`src/rtl/ram_port_arbiter.sv`:
```
// ram_port_arbiter: round-robin two-requester arbiter that sequences whole-word reads/writes into RAM opcode commands
module ram_port_arbiter #(
  parameter int ADDR_SIZE = 8,
  parameter int RD_LATENCY = 1
) (
  input  logic                 clk,
  input  logic                 rst,
  input  logic                 req0_valid,
  output logic                 req0_ready,
  input  logic                 req0_wr,
  input  logic [ADDR_SIZE-1:0] req0_addr,
  input  logic [ADDR_SIZE-1:0] req0_wdata,
  output logic                 rsp0_valid,
  output logic [ADDR_SIZE-1:0] rsp0_rdata,
  output logic                 rsp0_err,
  input  logic                 req1_valid,
  output logic                 req1_ready,
  input  logic                 req1_wr,
  input  logic [ADDR_SIZE-1:0] req1_addr,
  input  logic [ADDR_SIZE-1:0] req1_wdata,
  output logic                 rsp1_valid,
  output logic [ADDR_SIZE-1:0] rsp1_rdata,
  output logic                 rsp1_err,
  output logic [ADDR_SIZE+1:0] ram_din,
  output logic                 ram_rx_valid,
  input  logic [ADDR_SIZE-1:0] ram_dout,
  input  logic                 ram_tx_valid,
  output logic                 busy
);
  localparam int CW = RD_LATENCY > 1 ? $clog2(RD_LATENCY) : 1;
  localparam logic [CW-1:0] LAST = CW'(RD_LATENCY - 1);
  typedef enum logic [2:0] {IDLE, ADDR, WDATA, RCMD, RWAIT, RESP} state_t;
  state_t state;
  logic last_grant, grant, wr, sel, accept, sel_wr, done, res_err;
  logic [ADDR_SIZE-1:0] addr, wdata, sel_addr, sel_wdata, res_rdata;
  logic [CW-1:0] cnt;
  always_comb begin
    sel = (req0_valid && req1_valid) ? ~last_grant : req1_valid;
    accept = state == IDLE && (req0_valid || req1_valid);
    req0_ready = accept && !sel;
    req1_ready = accept && sel;
    busy = state != IDLE;
    sel_wr = sel ? req1_wr : req0_wr;
    sel_addr = sel ? req1_addr : req0_addr;
    sel_wdata = sel ? req1_wdata : req0_wdata;
    done = state == WDATA || (state == RWAIT && cnt == LAST);
    res_rdata = (state == RWAIT && ram_tx_valid) ? ram_dout : '0;
    res_err = state == RWAIT && !ram_tx_valid;
  end
  always_ff @(posedge clk) begin
    if (rst) begin
      state <= IDLE;
      last_grant <= 1'b1;
      grant <= 1'b0;
      wr <= 1'b0;
      addr <= '0;
      wdata <= '0;
      cnt <= '0;
      ram_din <= '0;
      ram_rx_valid <= 1'b0;
      rsp0_valid <= 1'b0;
      rsp0_rdata <= '0;
      rsp0_err <= 1'b0;
      rsp1_valid <= 1'b0;
      rsp1_rdata <= '0;
      rsp1_err <= 1'b0;
    end else begin
      rsp0_valid <= 1'b0;
      rsp1_valid <= 1'b0;
      case (state)
        IDLE: if (accept) begin
          state <= ADDR;
          grant <= sel;
          last_grant <= sel;
          wr <= sel_wr;
          addr <= sel_addr;
          wdata <= sel_wdata;
          ram_rx_valid <= 1'b1;
          ram_din <= {sel_wr ? 2'b00 : 2'b10, sel_addr};
        end
        ADDR: begin
          state <= wr ? WDATA : RCMD;
          ram_din <= wr ? {2'b01, wdata} : {2'b11, {ADDR_SIZE{1'b0}}};
        end
        WDATA: begin
          state <= RESP;
          ram_rx_valid <= 1'b0;
          ram_din <= '0;
        end
        RCMD: begin
          state <= RWAIT;
          ram_rx_valid <= 1'b0;
          ram_din <= '0;
          cnt <= '0;
        end
        RWAIT: begin
          state <= done ? RESP : RWAIT;
          cnt <= cnt + CW'(1);
        end
        RESP: state <= IDLE;
        default: state <= IDLE;
      endcase
      if (done && grant) begin
        rsp1_valid <= 1'b1;
        rsp1_rdata <= res_rdata;
        rsp1_err <= res_err;
      end
      if (done && !grant) begin
        rsp0_valid <= 1'b1;
        rsp0_rdata <= res_rdata;
        rsp0_err <= res_err;
      end
    end
  end
endmodule

```
`config.mk`:
```
export PLATFORM = sky130hd
export DESIGN_NAME = ram_port_arbiter
export DESIGN_NICKNAME = d
export VERILOG_FILES = /design/src/rtl/ram_port_arbiter.sv
export SDC_FILE = /design/constraint.sdc
export NUM_CORES = 1
export LEC_CHECK = 0
export ABC_CLOCK_PERIOD_IN_PS = 1600
export BUFFER_PORTS_ARGS = -buffer_cell sky130_fd_sc_hd__buf_2
export CAP_MARGIN = 20
export CORE_MARGIN = 3
export CORE_UTILIZATION = 45
export CTS_BUF_LIST = sky130_fd_sc_hd__clkbuf_8
export CTS_CLUSTER_SIZE = 30
export DETAILED_ROUTE_END_ITERATION = 16
export GPL_ROUTABILITY_DRIVEN = 0
export GPL_TIMING_DRIVEN = 0
export PLACE_DENSITY = 0.78
export SYNTH_ARGS = -nofsm -noshare
export SYNTH_HDL_FRONTEND = slang
export SYNTH_SLANG_ARGS = --single-unit
export TNS_END_PERCENT = 5
```
`constraint.sdc`:
```
create_clock -name clk -period 1.6 [get_ports clk]
set_input_delay 0.48 -clock clk [delete_from_list [all_inputs] [get_ports clk]]
set_output_delay 0.48 -clock clk [all_outputs]
set_load 0.02 [all_outputs]
```
Word level (Yosys, flattened, before mapping)
Index checks and enable logic that the tools add are counted.
{ "totals": {"output_inout_bits": 34, "ff_bits": 46} }
{ "classes": {"eq_ne": 5, "mux": 18, "n_addsub": 1, "reduce_logical": 23, "n_bitwise": 2} }
{ "op_table": {"columns": ["cell", "n"], "rows": [
  ["$pmux 10 s3", 1],
  ["$mux 8", 3],
  ["$mux 10", 2],
  ["$pmux 3 s5", 1],
  ["$logic_and 1x1->1", 9],
  ["$mux 1", 7],
  ["$eq 3x2->1 const B", 2],
  ["$reduce_and 2->1", 3],
  ["$reduce_bool 3->1", 2],
  ["$pmux 1 s2", 2],
  ["$reduce_bool 2->1", 2],
  ["$eq 3x1->1 const B", 1],
  ["$eq 3x3->1 const B", 1],
  ["$logic_not 1->1", 3],
  ["$logic_not 3->1", 1],
  ["$mux 3", 1],
  ["$logic_or 1x1->1", 2],
  ["$mux 2", 1],
  ["$ne 2x2->1 const B", 1],
  ["$not 1->1", 2],
  ["$reduce_or 2->1", 1],
  ["$add 1x1->1 const B", 1]
]} }

Depth between registers and ports, before layout
Gate-level depths: netlist of the first run.
{ "logic_depth": {"depth_word": 6, "ltp_mapped": 6, "ltp_nobuf": 5} }

Least setup slack after synthesis of the first run
No wires, ideal clock.
{ "synth_timing": {"path_kind": "reg2out", "start": "reg state[2]", "end": "out req0_ready", "path_buffers": 1, "stages_incl_launch_ff": 5, "slack_ps": -90, "arrival_ps": 1210, "required_time_ps": 1120, "path_cell_list": "dfxtp_1 -> buf_4 -> nor3_2 -> nand2_1 -> a21oi_1"} }
{ "synth_between": {"elab_chain_cells": 3} }
{ "synth_rtl": {"columns": ["item", "line", "source"], "rows": [
  ["from (decl)", "33", "state_t state;"],
  ["from (signal assigned)", "82", "state <= wr ? WDATA : RCMD;"],
  ["from (signal assigned)", "97", "state <= done ? RESP : RWAIT;"],
  ["$logic_not 3->1", "39", "accept = state == IDLE && (req0_valid || req1_valid);"],
  ["$logic_and 1x1->1", "39", null],
  ["$logic_and 1x1->1", "40", "req0_ready = accept && !sel;"],
  ["to (decl)", "9", "output logic req0_ready,"]
]} }
Every way passes these cells.

Final worst setup path of the first run
{ "layout_timing": {"start": "reg state[0]", "end": "out req0_ready"} }
Same word-level chain as after synthesis.

==> reports/metrics.csv, run 1 <==
stage,metric,value,unit
cts,number of H-tree levels,2,
worst_setup_path,crit path from,state[0]$_SDFFE_PP0P_,
logic_synthesis,Most used DFF post-synth,dfxtp_1,
logic_synthesis,number of flops mapped to enable cells by yosys,0,
sta,clk_skew,0.00756,ns
cts,worst-skew pair later-pin latency,0.30,ns
logic_synthesis,Synth Area in Compound Gates,0.180,
floorplanning,Boundary Pins,81,
sta,Final Critical Period,1.93,ns
worst_setup_path,reg-to-reg endpoint,rsp0_rdata[1]$_SDFFE_PP0P_,
logic_synthesis,Yosys Warn Count,0,
sta,final setup margin,-0.327,ns
sta,Hold Slack,0.393,ns
logic_synthesis,Synth Area in XOR/XNOR,0,
worst_setup_path,CP max FO,6,
worst_setup_path,crit path capture type,primary output,
logic_synthesis,register area share after synthesis,0.464,
logic_synthesis,top post-synthesis cells by area,"dfxtp_1 46%, mux2_2 4.5%, and2_1 4.1%",
logic_synthesis,most frequent cell after synthesis,dfxtp_1,
sta,Final Hold Fails,0,
logic_synthesis,Cells after Synth,216,
final_layout,share of layout cells above drive strength 1,0.437,
power_and_ir_drop,Max VDD drop,0.458,mV
logic_synthesis,top cell type's share of synthesized area,0.464,
detailed_routing,routed wl met2,2.60,mm
final_layout,Final Cell Area,2720,um^2
logic_synthesis,Synth Area in Adders,0,
floorplanning,die area,5250,um^2
detailed_routing,drt initial violations,188,
worst_setup_path,worst flop-to-flop path startpoint,state[0]$_SDFFE_PP0P_,
floorplanning,core area,4120,um^2
logic_synthesis,Yosys cell types,36,
power_and_ir_drop,PwrDens,1020,nW/um^2
detailed_routing,vias per cell,5.38,
detailed_routing,# DRC,0,
logic_synthesis,syn avg cell area,9.19,um^2
logic_synthesis,largest family of logic cells by synthesized area,simple AND/OR/NAND/NOR gates,
placement,IO Port Bufs,80,
sta,Peak Freq,519,MHz
grt,total gr overflow,0,
sta,post-route clock period utilization,1.20,
detailed_routing,Detail Route met3 WL,257,um
outcome,status,finished with violations,
min_path,worst min-delay path category,primary input to flip-flop,
detailed_routing,Pre-Repair DR Iteration Count,4,
flow_run,max_cap viols,0,
sta,setup_tns,-3.05,ns
cts,CTS tree,done,
floorplanning,Initial Util,0.483,
floorplanning,die height,72.4,um
outcome,failing checks,negative setup slack,
cts,Worst-path clk slew,0.09,ns
worst_setup_path,FF-to-FF setup slack,-0.16,ns
grt,pin count of the biggest net entering global routing,14,
sta,Max-slew headroom,0.585,
logic_synthesis,syn_nets,263,
final_layout,Layout area overhead,36.8,%
logic_synthesis,simple-gate share of the synthesized area,0.239,
sta,Worst Max-Slew Pin Slew,0.621,ns
grt,first-pass GRT wire length,8.22,mm
placement,DP HPWL,3.82,mm
sta,Setup Viol. Count Final,34,
grt,vias in the first global route,1695,
worst_setup_path,Required @ worst endpoint,1.12,ns
min_path,worst hold start,req0_wdata[1],
sta,max-slew violation count,0,
detailed_routing,wl on met1,2.40,mm
min_path,hold path depth,2,
cts,Max clock buf depth,2,
final_layout,# nets final,355,
cts,root buffer cell,clkbuf_8,
worst_setup_path,WS Path Type,flip-flop to primary output,
cts,TritonCTS Buffers,5,
floorplanning,die width,72.4,um
grt,initial antenna violation count,0,
detailed_routing,wire per inst,14.8,um
worst_setup_path,CP Launch Type,flip-flop,
power_and_ir_drop,LEAKAGE,0.00123,uW
sta,RSZ-0062 raised after global routing,true,
grt,Total GRT Usage,0.201,
detailed_routing,ANT nets after route,0,
logic_synthesis,"area leader, netlist",dfxtp_1,
logic_synthesis,commonest cells in the netlist,"46 x dfxtp_1, 20 x nand2_1, 20 x nor2_1",
worst_setup_path,FF-to-FF path depth,7,
detailed_routing,via count,1933,
logic_synthesis,multiplexer share of the synthesized area,0.0655,
final_layout,Antenna diodes,0,
worst_setup_path,critical path arrival,1.45,ns
logic_synthesis,mapped cell area,1990,um^2
final_layout,FILL cells,349,
cts,clock sink count,46,
floorplanning,row cnt,23,
power_and_ir_drop,Design Power,2780,uW
detailed_routing,uppermost layer routed,met4,
placement,Post-Place Cell Area,2450,um^2
logic_synthesis,asr flop ratio synth,0,
detailed_routing,drt total wl,5.32,mm
min_path,WHS Endpoint,wdata[1]$_SDFFE_PP0P_,
logic_synthesis,Synth Register Bits,46,
## worst max path at each step
stage	endpoint	slack (ns)
floorplan	ram_din[2]$_SDFFE_PP0P_	-0.05
global placement	ram_din[2]$_SDFFE_PP0P_	-0.35
detailed placement	ram_din[6]$_SDFFE_PP0P_	-0.35
CTS	req0_ready	-0.27
global route	req0_ready	-0.37
finish	req0_ready	-0.33
## cell type report
class	count	area (um^2)	area share
Sequential cell	46	926	0.341
Clock buffer	8	110	0.0405
Multi-Input combinational cell	153	1050	0.385
Buffer	13	96.3	0.0355
Tap cell	50	62.6	0.0230
Timing Repair Buffer	86	464	0.171
Inverter	3	11.3	0.00415
## layout by cell type, fill, tap and decap left out, types with 2 or more instances in the layout
cell / netlist / final
o21ai_1: 0 / 5
or2_2: 2 / 2
mux2i_1: 4 / 4
a221oi_1: 9 / 3
a211oi_4: 1 / 2
nand2_1: 20 / 19
and3_1: 2 / 2
a21oi_1: 7 / 6
clkbuf_8: 0 / 8
o21ai_0: 16 / 11
nand2b_1: 2 / 2
dfxtp_1: 46 / 44
clkbuf_1: 4 / 2
buf_6: 4 / 7
a211oi_1: 2 / 2
mux2_2: 8 / 8
nor2_1: 20 / 19
inv_1: 3 / 3
nor3_1: 10 / 10
clkbuf_4: 0 / 3
or3b_4: 1 / 2
nand3_1: 16 / 16
and2_1: 13 / 12
buf_2: 4 / 78
a221o_1: 8 / 8
a221oi_2: 0 / 6
buf_4: 1 / 7
## cell families (layout without fill, tap and decap cells)
kind of cell	Yosys count	after routing
DFF	46	46
buffers and inverters	17	110
muxes	12	12
AOI/OAI and AO/OA	48	48
and+or+nand+nor	93	93
## critical path, cell delays in order, from the launching register on
cell and delay, ns:
dfxtp_2 0.33, buf_6 0.12, nor3_4 0.30, nand2_2 0.12
a21oi_2 0.14, buf_6 0.13
## what timing repair did
item | 4_1_cts | 5_1_grt
setup buffers | 3 | 3
hold buffers | 0 | 0
setup endpoints to repair | 34 | 41
pin swaps | 5 | 8
resized for setup | 16 | 23
hold endpoints to repair | 0 | 0
## state kept, by name (all words and copies together), names as in the netlist
| register | cells |
|---|---|
| rsp1_err | 1 |
| ram_din | 10 |
| rsp0_err | 1 |
| rsp0_rdata | 8 |
| grant | 1 |
| cnt | 1 |
| last_grant | 1 |
| wr | 1 |
| rsp1_rdata | 8 |
| state | 3 |
| rsp1_valid | 1 |
| wdata | 8 |
| ram_rx_valid | 1 |
| rsp0_valid | 1 |
## where the power goes
part           total (uW)  internal [uW]  switching, uW
clock                 822            436            386
combinational         665            300            365
sequential           1290           1230           63.9
total                2780           1970            815
## layer usage
layer  GRT usage  vias to the layer above
met3      0.0485                        4
met4      0.0615                        0
met2       0.307                       43
li1            -                      961
met1       0.280                      925
met5           0                        -
## per-stage QoR
stage / util / instances / setup slack [ns]
finish: 0.660 / 359 / -0.327
global route: 0.660 / 359 / -0.371
CTS: 0.638 / 356 / -0.269
detailed placement: 0.596 / 346 / -0.354
global placement: 0.596 / 346 / -0.346
floorplan: - / 216 / -0.0482
Note: power is estimated with default switching activity, not from simulation.
==> run 2: changes to the inputs <==
--- a/config.mk
+++ b/config.mk
@@ -8,6 +8,7 @@
 export ABC_CLOCK_PERIOD_IN_PS = 1600
 export BUFFER_PORTS_ARGS = -buffer_cell sky130_fd_sc_hd__buf_2
 export CAP_MARGIN = 20
+export CORE_ASPECT_RATIO = 0.75
 export CORE_MARGIN = 3
 export CORE_UTILIZATION = 45
 export CTS_BUF_LIST = sky130_fd_sc_hd__clkbuf_8
@@ -16,6 +17,7 @@
 export GPL_ROUTABILITY_DRIVEN = 0
 export GPL_TIMING_DRIVEN = 0
 export PLACE_DENSITY = 0.78
+export RECOVER_POWER = 50
 export SYNTH_ARGS = -nofsm -noshare
 export SYNTH_HDL_FRONTEND = slang
 export SYNTH_SLANG_ARGS = --single-unit
==> run 2 against run 1 <==
Against the previous run:
- the run still ends with negative setup slack left
- fmax rose by 7.4%
- register-to-register slack improved by 0.07 ns
- non-clock buffer count rose by 1
- via count fell by 2.1%
- final area fell by 3.0%
- core utilization fell by 2.6 points
- sequential power barely moved
- clock-buffer cell count fell by 2
==> reports/metrics.csv, run 2 (synthesis results as in run 1) <==
stage,metric,value,unit,change
outcome,status,finished with violations,,unchanged
outcome,failing checks,negative setup slack,,unchanged
final_layout,share of layout cells above drive strength 1,0.345,,was 0.437
final_layout,"commonest non-fill, non-tap cell in the layout",buf_2,,unchanged
power_and_ir_drop,PwrDens,992,nW/um^2,was 1020 nW/um^2
cts,number of H-tree levels,2,,unchanged
worst_setup_path,critical path arrival,1.31,ns,was 1.45 ns
sta,Setup Viol. Count Final,19,,was 34
detailed_routing,drt total wl,5.07,mm,was 5.32 mm
min_path,WHS Endpoint,wdata[4]$_SDFFE_PP0P_,,was wdata[1]$_SDFFE_PP0P_
worst_setup_path,reg-to-reg endpoint,rsp0_rdata[5]$_SDFFE_PP0P_,,was rsp0_rdata[1]$_SDFFE_PP0P_
worst_setup_path,CP max FO,6,,unchanged
detailed_routing,vias per cell,5.18,,was 5.38
cts,Worst-path clk slew,0.08,ns,was 0.09 ns
final_layout,Antenna diodes,0,,unchanged
flow_run,max_cap viols,0,,unchanged
cts,root buffer cell,clkbuf_8,,unchanged
floorplanning,core area,4150,um^2,was 4120 um^2
cts,worst-skew pair later-pin latency,0.28,ns,was 0.30 ns
worst_setup_path,CP Launch Type,flip-flop,,unchanged
min_path,hold path depth,2,,unchanged
cts,clock sink count,46,,unchanged
grt,total gr overflow,0,,unchanged
worst_setup_path,CP max stage cell,dfxtp_4,,was dfxtp_2
worst_setup_path,CP max stage delay,0.38,ns,was 0.33 ns
sta,Max-slew headroom,0.566,,was 0.585
worst_setup_path,worst flop-to-flop path startpoint,state[1]$_SDFFE_PP0P_,,was state[0]$_SDFFE_PP0P_
detailed_routing,# DRC,0,,unchanged
detailed_routing,wire per inst,13.9,um,was 14.8 um
floorplanning,die area,5250,um^2,about the same
sta,RSZ-0062 raised after global routing,true,,unchanged
cts,TritonCTS Buffers,5,,unchanged
final_layout,# nets final,356,,was 355
grt,initial antenna violation count,0,,unchanged
min_path,worst hold start,req0_wdata[4],,was req0_wdata[1]
sta,Final Critical Period,1.79,ns,was 1.93 ns
detailed_routing,Pre-Repair DR Iteration Count,4,,unchanged
detailed_routing,Detail Route met3 WL,259,um,was 257 um
worst_setup_path,WS Path Type,flip-flop to primary output,,unchanged
floorplanning,Initial Util,0.478,,was 0.483
final_layout,Layout area overhead,32.7,%,was 36.8%
power_and_ir_drop,Max VDD drop,0.496,mV,was 0.458 mV
detailed_routing,wl on met1,2.41,mm,was 2.40 mm
worst_setup_path,crit path cell chain,"nor3_4, nand2_2, a21oi_2, buf_4",,"was buf_6, nor3_4, nand2_2, a21oi_2, buf_6"
cts,Max clock buf depth,2,,unchanged
sta,final setup margin,-0.194,ns,was -0.327 ns
placement,Placed Cells,351,,was 346
final_layout,FILL cells,379,,was 349
power_and_ir_drop,LEAKAGE,0.00112,uW,was 0.00123 uW
final_layout,Finished Layout Cells,365,,was 359
floorplanning,row cnt,20,,was 23
sta,max-slew violation count,0,,unchanged
sta,clk_skew,0.00274,ns,was 0.00756 ns
placement,Post-Place Cell Area,2460,um^2,was 2450 um^2
floorplanning,die height,63.5,um,was 72.4 um
cts,CTS tree,done,,unchanged
sta,Final Hold Fails,0,,unchanged
final_layout,"commonest cells after routing, fill and taps aside","57 x buf_2, 43 x dfxtp_1, 25 x clkbuf_1",,"was 78 x buf_2, 44 x dfxtp_1, 19 x nor2_1, 19 x nand2_1, 16 x nand3_1"
placement,DP HPWL,3.73,mm,was 3.82 mm
placement,IO Port Bufs,80,,unchanged
worst_setup_path,crit path capture type,primary output,,unchanged
detailed_routing,via count,1892,,was 1933
final_layout,Final Cell Area,2640,um^2,was 2720 um^2
sta,Worst Max-Slew Pin Slew,0.648,ns,was 0.621 ns
detailed_routing,ANT nets after route,0,,unchanged
floorplanning,Boundary Pins,81,,unchanged
detailed_routing,uppermost layer routed,met4,,unchanged
grt,first-pass GRT wire length,8.36,mm,was 8.22 mm
min_path,worst min-delay path category,primary input to flip-flop,,unchanged
worst_setup_path,FF-to-FF setup slack,-0.09,ns,was -0.16 ns
final_layout,Largest Register,ram_din,,unchanged
worst_setup_path,Required @ worst endpoint,1.12,ns,about the same
sta,Peak Freq,557,MHz,was 519 MHz
final_layout,Final Core Density,0.634,,was 0.660
sta,Hold Slack,0.411,ns,was 0.393 ns
detailed_routing,drt initial violations,157,,was 188
floorplanning,die width,82.7,um,was 72.4 um
detailed_routing,routed wl met2,2.37,mm,was 2.60 mm
grt,Total GRT Usage,0.206,,was 0.201
final_layout,max reg flops,10,,unchanged
worst_setup_path,FF-to-FF path depth,5,,was 7
grt,pin count of the biggest net entering global routing,14,,unchanged
sta,post-route clock period utilization,1.12,,was 1.20
grt,vias in the first global route,1791,,was 1695
-- run 2: changes by cell type in the layout (fill, tap and decap cells not counted), sizes merged --
cell and change:
clkinv +1, inv +1, buf -18, clkbuf +17
-- run 2: where the power goes --
group          internal, uW  total [uW]  switching [uW]
Combinational           280         626             346
Sequential             1230        1290            63.4
Clock                   342         696             354
Total                  1850        2610             764
-- run 2: per-layer routing --
layer  vias up  track usage
li1        964            -
met1       874        0.310
met2        52        0.295
met3         2       0.0429
met4         0       0.0571
met5         -            0
-- run 2: worst max-delay path, delay by kind of cell, from the launching register on --
| kind | cells | cell delay [ns] |
|---|---|---|
| flops | 1 | 0.38 |
| simple gates | 2 | 0.38 |
| buf+inv | 1 | 0.15 |
| compound gates | 1 | 0.12 |
-- run 2: timing repair --
item | in CTS | in global routing
pin swaps | 3 | 1
setup buffers | 8 | 0
setup endpoints to repair | 37 | 36
resized for setup | 21 | 5
gates cloned | 0 | 0
hold buffers | 0 | 0
-- run 2: worst max path at each step --
| stage | end | slack, ns | startpoint | cells past startpoint |
|---|---|---|---|---|
| after floorplan | ram_din[2]$_SDFFE_PP0P_ | -0.05 | req1_valid | 5 |
| after global placement | ram_din[2]$_SDFFE_PP0P_ | -0.34 | req1_valid | 6 |
| after detailed placement | ram_din[2]$_SDFFE_PP0P_ | -0.37 | req1_valid | 6 |
| after CTS | req0_ready | -0.15 | state[1]$_SDFFE_PP0P_ | 4 |
| after global routing | req0_ready | -0.28 | state[2]$_SDFFE_PP0P_ | 5 |
| final | req0_ready | -0.19 | state[1]$_SDFFE_PP0P_ | 4 |
-- run 2: area by class of cell --
class / count / area, um^2 / area share
timing repair buffer: 88 / 452 / 0.171
multi-input combinational: 153 / 1000 / 0.381
tap: 55 / 68.8 / 0.0261
clock inverter: 2 / 8.76 / 0.00332
sequential: 46 / 930 / 0.353
clock buffer: 6 / 82.6 / 0.0313
inverter: 3 / 11.3 / 0.00427
buffer: 12 / 77.6 / 0.0294
-- run 2: per-stage QoR --
stage	TNS [ns]	setup WS [ns]	power, uW
2_1_floorplan	-0.0988	-0.0482	1680
3_3_place_gp	-8.21	-0.343	1870
3_5_place_dp	-8.30	-0.368	1880
4_1_cts	-1.10	-0.150	2630
5_1_grt	-4.27	-0.283	2760
6_report	-1.33	-0.194	2610
